`config.mk`:
```
export PLATFORM = sky130hd
export DESIGN_NAME = mem_port_arbiter
export DESIGN_NICKNAME = d
export VERILOG_FILES = /design/src/rtl/mem_port_arbiter_pkg.sv /design/src/rtl/mem_lat_counter.sv /design/src/rtl/mem_port_arbiter.sv
export SDC_FILE = /design/constraint.sdc
export NUM_CORES = 1
export LEC_CHECK = 0
export CAP_MARGIN = 20
export CORE_MARGIN = 2
export CORE_UTILIZATION = 40
export DETAILED_ROUTE_END_ITERATION = 8
export HOLD_SLACK_MARGIN = 0.06
export PLACE_DENSITY = 0.79
export REMOVE_ABC_BUFFERS = 1
export SYNTH_ARGS = -nofsm -noshare
export SYNTH_HDL_FRONTEND = slang
export SYNTH_SLANG_ARGS = --single-unit
```
`constraint.sdc`:
```
create_clock -name clk -period 5.07 [get_ports clk]
set_input_delay 1.014 -clock clk [delete_from_list [all_inputs] [get_ports clk]]
set_output_delay 1.014 -clock clk [all_outputs]
set_load 0.05 [all_outputs]
```
`src/rtl/mem_port_arbiter_pkg.sv`:
```
// Shared types for the IF/M memory port arbiter: address/data types, FSM
// states, owner tags and the captured request record.
package mem_port_arbiter_pkg;

    localparam int MemAddrWidth = 16;
    localparam int DataWidth    = 32;

    typedef logic                    Signal;
    typedef logic [DataWidth-1:0]    Register;
    typedef logic [MemAddrWidth-1:0] MemAddr;

    typedef enum logic [1:0] {IDLE, GRANT, WAIT, DONE} ArbState;
    typedef enum logic {OWN_IF, OWN_D} Owner;

    typedef struct packed {
        Signal   we;
        MemAddr  addr;
        Register wdata;
    } MemReq;

    // Bits needed to hold values 0..max_val, never less than one.
    function automatic int cnt_width(input int max_val);
        return (max_val < 2) ? 1 : $clog2(max_val + 1);
    endfunction

endpackage

```
`src/rtl/mem_lat_counter.sv`:
```
// Loadable down-counter tracking the remaining memory latency of a read.
// Reloads to MEM_LATENCY-1 and stops at zero.
module mem_lat_counter
    import mem_port_arbiter_pkg::*;
#(
    parameter int MEM_LATENCY = 2
) (
    input  logic clk,
    input  logic rst,
    input  logic load_i,
    input  logic dec_i,
    output logic zero_o
);

    localparam int            CntW    = cnt_width(MEM_LATENCY - 1);
    localparam logic [CntW-1:0] LoadVal = CntW'(MEM_LATENCY - 1);

    logic [CntW-1:0] cnt_q, cnt_d;

    always_comb begin
        cnt_d = cnt_q;
        if (load_i) begin
            cnt_d = LoadVal;
        end else if (dec_i && (cnt_q != '0)) begin
            cnt_d = cnt_q - 1'b1;
        end
    end

    always_ff @(posedge clk or posedge rst) begin
        if (rst) begin
            cnt_q <= '0;
        end else begin
            cnt_q <= cnt_d;
        end
    end

    assign zero_o = (cnt_q == '0);

endmodule

```
`src/rtl/mem_port_arbiter.sv`:
```
// Arbitrates the single memory port between fetch and data accesses, one
// access at a time, with data priority and a starvation guard for fetch.
module mem_port_arbiter
    import mem_port_arbiter_pkg::*;
#(
    parameter int MEM_LATENCY  = 2,
    parameter int STARVE_LIMIT = 3
) (
    input  logic                    clk,
    input  logic                    rst,
    input  logic                    if_req,
    input  logic [MemAddrWidth-1:0] if_addr,
    output logic                    if_gnt,
    output logic                    if_valid,
    output logic [31:0]             if_rdata,
    input  logic                    d_req,
    input  logic                    d_we,
    input  logic [MemAddrWidth-1:0] d_addr,
    input  logic [31:0]             d_wdata,
    output logic                    d_gnt,
    output logic                    d_valid,
    output logic [31:0]             d_rdata,
    output logic                    mem_en,
    output logic                    mem_we,
    output logic [MemAddrWidth-1:0] mem_addr,
    output logic [31:0]             mem_wdata,
    input  logic [31:0]             mem_rdata,
    output logic                    stall_if,
    output logic                    stall_d
);

    localparam int                StarveW   = cnt_width(STARVE_LIMIT);
    localparam logic [StarveW-1:0] StarveMax = StarveW'(STARVE_LIMIT);

    ArbState              state_q, state_d;
    Owner                 owner_q, owner_d;
    MemReq                req_q, req_d;
    logic [StarveW-1:0]   starve_q, starve_d;
    logic                 if_gnt_q, if_gnt_d, d_gnt_q, d_gnt_d;
    logic                 if_valid_q, if_valid_d, d_valid_q, d_valid_d;
    Register              if_rdata_q, if_rdata_d, d_rdata_q, d_rdata_d;
    logic                 mem_en_q, mem_en_d, mem_we_q, mem_we_d;
    MemAddr               mem_addr_q, mem_addr_d;
    Register              mem_wdata_q, mem_wdata_d;
    logic                 lat_load, lat_dec, lat_zero;

    mem_lat_counter #(
        .MEM_LATENCY(MEM_LATENCY)
    ) u_lat_counter (
        .clk    (clk),
        .rst    (rst),
        .load_i (lat_load),
        .dec_i  (lat_dec),
        .zero_o (lat_zero)
    );

    always_comb begin
        state_d     = state_q;
        owner_d     = owner_q;
        req_d       = req_q;
        starve_d    = starve_q;
        if_gnt_d    = 1'b0;
        d_gnt_d     = 1'b0;
        if_valid_d  = 1'b0;
        d_valid_d   = 1'b0;
        if_rdata_d  = if_rdata_q;
        d_rdata_d   = d_rdata_q;
        mem_en_d    = 1'b0;
        mem_we_d    = 1'b0;
        mem_addr_d  = '0;
        mem_wdata_d = '0;
        lat_load    = 1'b0;
        lat_dec     = 1'b0;

        unique case (state_q)
            IDLE: begin
                if (if_req || d_req) begin
                    // Data wins unless fetch has lost STARVE_LIMIT times in a row;
                    // starve_q < StarveMax here, so the increment cannot overflow.
                    if (d_req && (!if_req || (starve_q != StarveMax))) begin
                        owner_d = OWN_D;
                        req_d   = '{we: d_we, addr: d_addr, wdata: d_wdata};
                        if (if_req) begin
                            starve_d = starve_q + 1'b1;
                        end
                    end else begin
                        owner_d  = OWN_IF;
                        req_d    = '{we: 1'b0, addr: if_addr, wdata: '0};
                        starve_d = '0;
                    end
                    state_d     = GRANT;
                    if_gnt_d    = (owner_d == OWN_IF);
                    d_gnt_d     = (owner_d == OWN_D);
                    mem_en_d    = 1'b1;
                    mem_we_d    = req_d.we;
                    mem_addr_d  = req_d.addr;
                    mem_wdata_d = req_d.wdata;
                end
            end
            GRANT: begin
                lat_load = 1'b1;
                if (req_q.we) begin
                    state_d = DONE;
                    if (owner_q == OWN_D) begin
                        d_valid_d = 1'b1;
                        d_rdata_d = '0;
                    end else begin
                        if_valid_d = 1'b1;
                    end
                end else begin
                    state_d = WAIT;
                end
            end
            WAIT: begin
                lat_dec = 1'b1;
                if (lat_zero) begin
                    state_d = DONE;
                    if (owner_q == OWN_IF) begin
                        if_valid_d = 1'b1;
                        if_rdata_d = mem_rdata;
                    end else begin
                        d_valid_d = 1'b1;
                        d_rdata_d = mem_rdata;
                    end
                end
            end
            DONE: begin
                state_d = IDLE;
            end
            default: begin
                state_d = IDLE;
            end
        endcase
    end

    always_ff @(posedge clk or posedge rst) begin
        if (rst) begin
            state_q     <= IDLE;
            owner_q     <= OWN_IF;
            req_q       <= '0;
            starve_q    <= '0;
            if_gnt_q    <= 1'b0;
            d_gnt_q     <= 1'b0;
            if_valid_q  <= 1'b0;
            d_valid_q   <= 1'b0;
            if_rdata_q  <= '0;
            d_rdata_q   <= '0;
            mem_en_q    <= 1'b0;
            mem_we_q    <= 1'b0;
            mem_addr_q  <= '0;
            mem_wdata_q <= '0;
        end else begin
            state_q     <= state_d;
            owner_q     <= owner_d;
            req_q       <= req_d;
            starve_q    <= starve_d;
            if_gnt_q    <= if_gnt_d;
            d_gnt_q     <= d_gnt_d;
            if_valid_q  <= if_valid_d;
            d_valid_q   <= d_valid_d;
            if_rdata_q  <= if_rdata_d;
            d_rdata_q   <= d_rdata_d;
            mem_en_q    <= mem_en_d;
            mem_we_q    <= mem_we_d;
            mem_addr_q  <= mem_addr_d;
            mem_wdata_q <= mem_wdata_d;
        end
    end

    assign if_gnt    = if_gnt_q;
    assign d_gnt     = d_gnt_q;
    assign if_valid  = if_valid_q;
    assign d_valid   = d_valid_q;
    assign if_rdata  = if_rdata_q;
    assign d_rdata   = d_rdata_q;
    assign mem_en    = mem_en_q;
    assign mem_we    = mem_we_q;
    assign mem_addr  = mem_addr_q;
    assign mem_wdata = mem_wdata_q;
    assign stall_if  = if_req && !if_valid_q;
    assign stall_d   = d_req && !d_valid_q;

endmodule

```
==> impl_metrics.tcl, run 1 <==
set metrics [dict create \
    slew_headroom 0.325 \
    setup.worst_path.start "if_req" \
    crit_type "primary input to output pin" \
    skew_ns 0.00812 \
    synth_top_area_share 0.686 \
    place_congestion 0.786 \
    vias 3535 \
    met2_usage 0.339 \
    setup_viol 0 \
    fp.dieArea_um2 12300 \
    synthTopCellsByArea "dfrtp_1, a22o_1, mux2_2" \
    avgSynthCellArea_um2 13.6 \
    grt_use_met3 0.0886 \
    drtIter0Drc 168 \
    fillCellCount 770 \
    port_buffers 220 \
    die_x_um 111 \
    yosys_warnings 0 \
    synth-seq-cells 125 \
    antenna_found_initial 0 \
    cts-resized-gates 0 \
    die_y_um 111 \
    r2r_cells 5 \
    cts_max_path_buffers 2 \
    worstHoldStart "if_rdata[23]" \
    p_leak_uw 0.00351 \
    final_max_slew_viol_count 0 \
    yosysUniqueCellTypes 29 \
    tns_ns 0 \
    grt-ovfl-total 0 \
    nets 661 \
    syn_inst 334 \
    clock_latency_ns 0.40 \
    min_period_ns 3.61 \
    r2r-end "if_rdata[29]" \
    grt_pass1_vias 3677 \
    final_layout_size_suffix_gt1_frac 0.118 \
    routed_wl_um 12500 \
    drt-pass1-iter-count 4 \
    core_um2 11000 \
    grt_max_degree 67 \
    required_ns 4.06 \
    postRouteAntennaNets 0 \
    synth_area_um2 4560 \
    area_growth_pct 66.8 \
    htreeDepth 4 \
    insertedDiodeCount 0 \
    min_path_type "flop to flop" \
    hpwl_um 8730 \
    maxCapViolCount 0 \
    synth-seq-area-share 0.686 \
    synth_top_cell_by_area "dfrtp_1" \
    finalHoldViolations 0 \
    ir_drop_mv 0.509 \
    vias_per_cell 4.99 \
    crit_end "stall_if" \
    drc_errors 0 \
    worst_slew_pin_slew_ns 1.01 \
    grt_pass1_wl_um 19600 \
    gr-usage-all-layers 0.204 \
    crit_path_max_fanout 6 \
    drt-wirelength-per-cell_um 17.6 \
    setup.worst_path.start_class "primary input" \
    initial_core_util 0.415 \
    p_per_area_nw_per_um2 732 \
    cts_tree "yes" \
    fp-row-count 38 \
    numCtsBuffers 17 \
    grt_setup_unrepaired "false" \
    reg2reg_slack_ns 2.80 \
    top_level_ports 221 \
    whs_ns 0.490 \
    cts_setup_buffers 0 \
    r2r_start "state_q[0]" \
    gr-usage-met1 0.234 \
    fmax_mhz 277 \
    finalCritPeriodShare 0.713 \
    outcome "finished, final reports clean" \
    postCtsHoldBufs 0 \
    clk_pin_slew_ns 0.06 \
    root_buffer "clkbuf_16" \
    clock_sinks 125 \
    end_kind "output pin" \
    cp.arrival_ns 2.60 \
    busiest_layer "met2" \
]
## worst min-delay path by stage
stage	depth (start not counted)	slack (ns)	to
after floorplan	2	0.46	starve_q[1]
after global placement	1	0.47	if_rdata[23]
after detailed placement	1	0.48	if_rdata[25]
after CTS	1	0.49	if_rdata[25]
after global routing	1	0.50	if_rdata[28]
final	1	0.49	if_rdata[23]
## stage by stage
stage               total power, µW  utilization  cell area, µm²  worst slack [ns]  std cells
CTS                            5600        0.690            7580              1.46        708
global route                   5780        0.692            7600              1.39        709
floorplan                      3220            -            4450             0.728        312
global placement               4150        0.628            6900              1.48        676
detailed placement             4200        0.628            6900              1.47        676
finish                         5560        0.692            7600              1.46        709
## synth_stat cells (all sizes together)
cell / count
nand2: 37
mux2: 33
buf: 11
nor2: 6
and3: 33
clkbuf: 11
o22a: 1
ha: 4
a22o: 32
a21oi: 16
o21ai: 2
nor3: 1
dfrtp: 125
inv: 6
a21boi: 2
a21o: 4
a21bo: 2
nand2b: 2
a31oi: 1
nor3b: 1
and2: 1
o2111ai: 1
nor2b: 2
## layer usage
metal  routed length (µm)  vias up
li1                     -     1610
met1                 4930     1724
met2                 6130      179
met3                 1200       22
met4                  216        0
met5                    0        -
## kinds of logic (layout without fill, tap and decap cells)
kind of cell | count (synthesis) | count (layout) | share of synthesized area
adder cells (fa/ha/maj) | 4 | 4 | 0.0110
AND/OR/NAND/NOR | 83 | 83 | 0.0920
AO/OA/AOI/OAI | 61 | 61 | 0.102
flip-flops | 125 | 125 | 0.686
multiplexers | 33 | 33 | 0.0815
buffers and inverters | 28 | 263 | 0.0277
## power by group
part	internal [µW]	switching [µW]	leakage (µW)
logic	940	1690	0.00154
clock network	937	447	0.000326
registers	1360	188	0.00164
total	3230	2330	0.00351
## registers in the layout, indices dropped and copies added (netlist names)
name / cells
d_gnt: 1
d_rdata: 32
d_valid: 1
if_gnt: 1
if_rdata: 32
if_valid: 1
mem_addr: 16
mem_en: 1
mem_wdata: 32
mem_we: 1
owner_q: 1
req_q: 1
starve_q: 2
state_q: 2
u_lat_counter.cnt_q: 1
## area by class of cell
cell class | count | area [µm²] | share of cell area
inverters | 6 | 25.0 | 0.00329
flip-flops and latches | 125 | 3130 | 0.412
clock buffers | 18 | 439 | 0.0578
clock inverters | 14 | 240 | 0.0316
well taps | 140 | 175 | 0.0230
multi-input cells | 181 | 1330 | 0.175
repair buffers | 225 | 2260 | 0.298
## cell usage in the layout (no fill, tap or decap)
cell type / count
nor3_1: 1
clkbuf_16: 17
clkbuf_8: 1
mux2_1: 11
a21o_1: 4
nor2_4: 1
dfrtp_1: 125
ha_1: 4
nor2_1: 5
and3_1: 33
inv_6: 1
o22a_1: 1
mux2_2: 22
inv_1: 4
a31oi_1: 1
nand2_1: 37
nor3b_4: 1
a21bo_2: 2
clkinvlp_4: 2
clkdlybuf4s50_1: 220
a22o_1: 32
o2111ai_2: 1
inv_2: 1
buf_12: 2
clkinv_4: 3
o21ai_1: 2
nand2b_1: 2
buf_4: 3
nor2b_1: 2
a21boi_1: 1
clkinv_2: 2
inv_4: 1
and2_1: 1
a21boi_4: 1
a21oi_1: 16
bufinv_16: 6
## critical path, cell delays in order
cell and delay, ns:
clkdlybuf4s50_1 0.61, nor2b_1 0.17, clkdlybuf4s50_1 0.81
Power figures use the tool's default switching activity.
==> run 2: changes to the inputs <==
Settings changed: CORE_UTILIZATION 40 to 37, PLACE_DENSITY 0.79 to 0.77.
Clock period 5.07 ns to 3 ns, I/O delays scaled along.
==> run 2 against run 1 <==
Setup slack got worse by 0.65 ns. Sequential share of layout area grew 0.14 points. Wire length down 4.0%. Clock skew grew 0.0014 ns. Flip-flop and latch count is the same. Count of clock-buffer cells in the layout is the same.
==> impl_metrics.tcl, run 2 (same netlist as run 1, synthesis figures left out) <==
set metrics [dict create \
    port_buffers 220 \
    grt_pass1_vias 3713 \
    nets 664 \
    crit_path_max_fanout 2 \
    tns_ns 0 \
    root_buffer "clkbuf_16" \
    insertedDiodeCount 0 \
    grt_setup_unrepaired "false" \
    core_um2 12000 \
    finalNonFillerCells 719 \
    drc_errors 0 \
    required_ns 2.40 \
    place_congestion 0.723 \
    vias 3555 \
    worst_slew_pin_slew_ns 0.568 \
    cts_tree "yes" \
    htreeDepth 4 \
    die_y_um 115 \
    cts_max_path_buffers 2 \
    cts-resized-gates 0 \
    worst-path-buf-inv 1 \
    postCtsHoldBufs 0 \
    layout_common_cells "clkdlybuf4s50_1, dfrtp_1, nand2_1, and3_1, a22o_1" \
    min_period_ns 2.20 \
    drt-pass1-iter-count 6 \
    cp_slowest_cell "clkdlybuf4s50_1" \
    vias_per_cell 4.94 \
    fin_ws_ns 0.803 \
    post-place-ws_ns 0.662 \
    crit_family "buffers and inverters" \
    placedCellCount 687 \
    skew_ns 0.00957 \
    crit_type "flop to output pin" \
    slew_headroom 0.620 \
    fp-row-count 40 \
    maxCapViolCount 0 \
    final_max_slew_viol_count 0 \
    area_growth_pct 66.2 \
    gr-usage-all-layers 0.189 \
    grt_max_degree 78 \
    clock_sinks 125 \
    layout_commonest_cell "clkdlybuf4s50_1" \
    grt-ovfl-total 0 \
    cp.arrival_ns 1.60 \
    final_layout_size_suffix_gt1_frac 0.126 \
    finalHoldViolations 0 \
    ir_drop_mv 0.480 \
    numCtsBuffers 17 \
    fp.dieArea_um2 13200 \
    hpwl_um 8340 \
    outcome "finished, final reports clean" \
    initial_core_util 0.379 \
    grt_pass1_wl_um 18900 \
    cts_setup_buffers 0 \
    end_kind "output pin" \
    clock_latency_ns 0.42 \
    routed_wl_um 12000 \
    die_x_um 115 \
    min_path_type "flop to flop" \
    max_stage_delay_ns 0.84 \
    fmax_mhz 455 \
    p_leak_uw 0.00350 \
    setup_viol 0 \
    top_level_ports 221 \
    p_per_area_nw_per_um2 1220 \
    drtIter0Drc 130 \
    antenna_found_initial 0 \
    clk_pin_slew_ns 0.06 \
    finalCritPeriodShare 0.732 \
    worstPathCellList "clkdlybuf4s50_1" \
    setup.worst_path.start_class "flop" \
    drt-wirelength-per-cell_um 16.7 \
    postRouteAntennaNets 0 \
]
[run 2: cell types whose count changed in the layout (fill, tap and decap cells not counted), sizes merged]
cell | before | now
buf | 5 | 10
bufinv | 6 | 4
clkdlybuf4s50 | 220 | 218
clkinv | 5 | 6
clkinvlp | 2 | 3
[run 2: final timing paths]
check	from	to	slack, ns	depth (start not counted)
max	d_rdata[1]	d_rdata[1]	0.80	1
min	if_rdata[23]	if_rdata[23]	0.49	1
max reg2reg	state_q[0]	if_rdata[5]	1.06	6
min reg2reg	if_rdata[23]	if_rdata[23]	0.49	1
max in group asynchronous	rst	if_rdata[3]	2.00	3
min in group asynchronous	rst	mem_wdata[31]	0.61	3
[run 2: final cells by class]
type	instances	area (µm²)
Inverter	6	25.0
Multi-Input combinational cell	181	1320
Sequential cell	125	3130
Tap cell	147	184
Timing Repair Buffer	228	2280
Clock inverter	14	193
Clock buffer	18	439
Fill cell	907	4440
[run 2: power by group]
group          total (µW)  internal (µW)  switching [µW]
clock network        2160           1410             745
logic                4460           1590            2870
registers            2600           2290             306
total                9210           5290            3920
[run 2: metrics by stage]
stage | util | instance area [µm²] | hold slack (ns) | total power (µW)
floorplan | - | 4450 | 0.460 | 5450
global placement | 0.578 | 6940 | 0.468 | 7020
detailed placement | 0.578 | 6940 | 0.476 | 7110
CTS | 0.631 | 7570 | 0.488 | 9310
global route | 0.631 | 7570 | 0.500 | 9630
finish | 0.631 | 7570 | 0.486 | 9210
[run 2: metal layers]
layer / GRT usage / wire, µm / vias up
li1: - / - / 1625
met1: 0.208 / 4690 / 1741
met2: 0.310 / 5740 / 173
met3: 0.0944 / 1330 / 16
met4: 0.0835 / 233 / 0
met5: 0 / 0 / -
==> RTL edit 1: new RTL, settings of run 2 <==
The package constant `MemAddrWidth` goes from 16 to 15.
--- a/src/rtl/mem_port_arbiter_pkg.sv
+++ b/src/rtl/mem_port_arbiter_pkg.sv
@@ -2,7 +2,7 @@
 // states, owner tags and the captured request record.
 package mem_port_arbiter_pkg;
 
-    localparam int MemAddrWidth = 16;
+    localparam int MemAddrWidth = 15;
     localparam int DataWidth    = 32;
 
     typedef logic                    Signal;
Interface: changed (resized d_addr, if_addr and mem_addr); port bits go from 221 to 218. The function was not compared with the original's and may differ.
==> RTL edit 1 against run 2 <==
- area after synthesis down 0.82%
- wire length down 4.0%
- worst setup slack worse by 0.040 ns
- clock power down 12%
- non-clock buffer count down 5
- critical path type is now input port to output port
- cell area down 2.2%
- critical path depth up 2
- critical endpoint is now stall_if
- sequential cell count down 1
- core utilization down 1.1 points
- total power down 4.1%
- combinational power down 2%
==> RTL edit 1: results (changes against run 2) <==
- DP HPWL: 7901 um (-5.3%)
- Uppermost routed layer: met5
- Worst vdd ir: 0.4504 mV (-6.2%)
- Worst Max-Slew Pin Slew: 0.7559 ns (+0.1875 ns)
- Largest net degree at the start of global routing: 125 (+60%)
- Most instantiated cells after synthesis: dfrtp_1 (124), nand2_1 (35), and3_1 (33)
- Area after DPL: 6857 um^2 (-1.2%)
- First-pass GRT wire length: 18210 um (-3.4%)
- Reg area: 3103 um^2 (-0.80%)
- Slowest stage delay, CP: 0.62 ns (-0.22 ns)
- DRT iter0 DRCs: 277 (+110%)
- Post-Route Skew: 0.01441 ns (+0.004841 ns)
- # nets final: 653 (-1.7%)
- Yosys Warn Count: 0 (unchanged)
- Dpl ws: 0.7561 ns (+0.09441 ns)
- Wl on met1: 4749 um (+1.3%)
- Busiest grt layer: met2
- DR pass1 iterations: 4 (-2)
- GR Util met1: 22.10% (+1.3 points)
- Crit path max-delay family: buffers and inverters
- Run status: completed
- Placed Instances: 678 (-1.3%)
- Grt met2 use: 27.42% (-3.6 points)
- Ratio of cells with drive above 1 in the final layout: 8.556% (-4.0 points)
- Filler cells: 921 (+1.5%)
- # H-tree levels: 4 (unchanged)
- Met3 Resource Use GR: 10.53% (+1.1 points)
- Crit-path slowest cell: clkdlybuf4s50_1
- GRT Resource Usage Total: 18.61% (-0.30 points)
- Syn Area/Cell: 13.78 um^2 (+0.99%)
- Synth top area cells: dfrtp_1 (69%), mux2_1 (7.7%), a22o_1 (6.2%)
- GPL Wtd Cong: 0.7749 (+7.1%)
- DR WL/cell: 16.25 um (-2.5%)
- Async S/R FF share, synth: 100.0% (unchanged)
- Vias per inst: 4.893 (-1.0%)
- Metal2 WL: 5079 um (-11%)
- Post-synthesis sequential area ratio: 68.64% (about the same)
- DRT antenna net count: 0 (unchanged)
- Port buffer count: 217 (-1.4%)
- CP max FO: 6 (+4)
- CP Data Arrival Time: 1.64 ns (+0.04 ns)
- Metal3 WL: 1504 um (+13%)
- Clk slew on worst S/H paths: about 0.050 ns
- Final std cells w/o fill: 708 (-1.5%)
- Static leakage: 3.441 nW (-1.7%)
- Vias in the first global route: 3471 (-6.5%)
[RTL edit 1: changes by cell type in the layout (fill, tap and decap cells not counted), moves of 2 or more]
cell             change
clkinv_2             +3
clkinv_4             -3
o21ai_1              -2
clkinvlp_4           -2
clkbuf_8             +3
clkdlybuf4s50_1      -3
mux2_2              -20
mux2_1              +20
nand2_1              -2
bufinv_16            -3
[RTL edit 1: layout make-up]
cell class                      instances  area share (%)
Sequential cell                       124           41.88
Tap cell                              147           2.483
Multi-Input combinational cell        178           17.82
Timing Repair Buffer                  223           30.03
Clock buffer                           22           6.536
Inverter                                6          0.3378
Clock inverter                          8          0.9120
[RTL edit 1: logic make-up (layout without fill, tap and decap cells)]
| family | Yosys count | count (layout) | share of synthesized area (%) |
|---|---|---|---|
| AOI/OAI and AO/OA | 60 | 60 | 10.21 |
| adders and majority gates | 4 | 4 | 1.107 |
| muxes | 33 | 33 | 8.220 |
| buffers and inverters | 26 | 259 | 2.712 |
| and+or+nand+nor | 81 | 81 | 9.106 |
| DFF | 124 | 124 | 68.64 |
[RTL edit 1: power by group]
part	switching [mW]	internal (mW)	total (mW)	leakage, nW
logic	2.82	1.54	4.35	1.53
registers	0.309	2.28	2.59	1.63
clock network	0.692	1.21	1.90	0.277
total	3.82	5.02	8.84	3.44
[RTL edit 1: path summary, 6_finish.rpt]
| kind | start | to | slack [ns] | cells past startpoint |
|---|---|---|---|---|
| worst max-delay path | if_req | stall_if | 0.76 | 3 |
| worst min-delay path | if_rdata[6] | if_rdata[6] | 0.48 | 1 |
| max in group asynchronous | rst | if_rdata[19] | 1.81 | 3 |
| min in group asynchronous | rst | mem_wdata[0] | 0.70 | 3 |
| worst max register to register | state_q[0] | if_rdata[30] | 1.07 | 6 |
| worst min register to register | if_rdata[6] | if_rdata[6] | 0.48 | 1 |
==> RTL edit 2: new RTL, settings of run 2 <==
Without the edit above. Reset style: synchronous (`rst`), changed in 2 clocked blocks.
--- a/src/rtl/mem_lat_counter.sv
+++ b/src/rtl/mem_lat_counter.sv
@@ -26,7 +26,7 @@
         end
     end
 
-    always_ff @(posedge clk or posedge rst) begin
+    always_ff @(posedge clk) begin
         if (rst) begin
             cnt_q <= '0;
         end else begin
--- a/src/rtl/mem_port_arbiter.sv
+++ b/src/rtl/mem_port_arbiter.sv
@@ -133,7 +133,7 @@
         endcase
     end
 
-    always_ff @(posedge clk or posedge rst) begin
+    always_ff @(posedge clk) begin
         if (rst) begin
             state_q     <= IDLE;
             owner_q     <= OWN_IF;
Formal check against the unedited RTL: differs if rst is asserted again (counterexample within 4 cycles, from zero or initial values and one cycle with rst high); with rst held inactive, the same outputs for 10 cycles.
==> RTL edit 2 against run 2 <==
- register-to-register slack got worse by 0.47 ns
- final cell count grew 15%
- worst setup slack got worse by 0.21 ns
- cell area fell by 3.6%
- via count rose by 15%
- non-clock buffer count increased by 3
- first-iteration DRC count up 92%
- area after synthesis decreased by 2.2%
- sequential cell count unchanged
- wire length rose by 13%
- sequential share of layout area is 7.0 points lower
- critical endpoint is now d_rdata[30]
- critical path depth is 6 higher
Power is not compared: it rests on default switching activity, and its combinational part moved more than twofold at a synthesized area within 25%.
==> RTL edit 2: results (changes against run 2) <==
- Synth top area cells: dfxtp_1 (56%), a21oi_1 (7.2%), nand2_1 (5.6%)
- Wl on met1: 5207 um (+11%)
- Grt met2 use: 36.01% (+5.0 points)
- Crit-path slowest cell: a21oi_4
- Metal3 WL: 1293 um (-2.5%)
- CP max FO: 37 (+35)
- GPL Wtd Cong: 0.7752 (+7.2%)
- WHS: 0.4532 ns (-0.03231 ns)
- Multi-input gate share of the layout cell area: 23.94% (+6.5 points)
- Largest net degree at the start of global routing: 50 (-36%)
- Clock-cell share: 7.626% (-0.72 points)
- Dpl ws: 0.5978 ns (-0.06385 ns)
- Final wirelength: 13490 um (+13%)
- DR WL/cell: 16.32 um (-2.1%)
- DRT iter0 DRCs: 249 (+92%)
- Crit path max-delay family: compound AO/OA/AOI/OAI gates
- Most instantiated cells after synthesis: dfxtp_1 (125), nand2_1 (67), a21oi_1 (64)
- Signal buf overhead: 31.43% (+1.3 points)
- Signal buffers: 231 (+1.3%)
- Die W: 113.8 um (-1.1%)
- Critical R2R Launch: state_q[0]
- Slowest stage delay, CP: 0.74 ns (-0.10 ns)
- Inverters: 4 (-2)
- Metal2 WL: 6770 um (+18%)
- Unique masters post-synth: 37 (+28%)
- Worst Hold End: if_rdata[11]
- Area after DPL: 6729 um^2 (-3.1%)
- HP Start: if_rdata[11]
- # nets final: 776 (+17%)
- Reg area: 2502 um^2 (-20%)
- Filler cells: 954 (+5.2%)
- CP Data Arrival Time: 2.75 ns (+1.15 ns)
- Slew headroom: 37.22% (-25 points)
- Async S/R FF share, synth: 0% (-100 points)
- Syn Area/Cell: 9.755 um^2 (-29%)
- Run status: completed
- Number of multi-input combinational cells: 290 (+60%)
- First-pass GRT wire length: 20960 um (+11%)
- CLK BUF: 22 (+4)
- R2R depth: 7 (+1)
- Detailed-route via count: 4078 (+15%)
- RR Endpoint: d_rdata[30]
- GR Util met1: 22.59% (+1.8 points)
- Worst Hold Depth: 2 (+1)
- DR pass1 iterations: 4 (-2)
- Placed Instances: 796 (+16%)
- Post-Route Skew: 0.004238 ns (-0.005329 ns)
- DP HPWL: 9842 um (+18%)
-- RTL edit 2: worst max path at each step --
| stage | slack, ns | startpoint | depth (start not counted) | to |
|---|---|---|---|---|
| 2_1_floorplan | 0.21 | state_q[0] | 6 | d_rdata[28] |
| 3_3_place_gp | 0.73 | state_q[0] | 7 | d_rdata[29] |
| 3_5_place_dp | 0.60 | state_q[0] | 7 | d_rdata[30] |
| 4_1_cts | 0.57 | state_q[0] | 7 | d_rdata[30] |
| 5_1_grt | 0.40 | state_q[0] | 7 | d_rdata[30] |
| 6_report | 0.59 | state_q[0] | 7 | d_rdata[30] |
-- RTL edit 2: kinds of logic (layout without fill, tap and decap cells) --
family / Yosys count / count (layout) / synth area share (%)
flops: 125 / 125 / 56.13
compound gates: 128 / 128 / 19.90
fa+ha+maj: 6 / 6 / 1.684
mux: 1 / 1 / 0.2245
simple gates: 155 / 155 / 17.09
buf+inv: 42 / 265 / 4.968
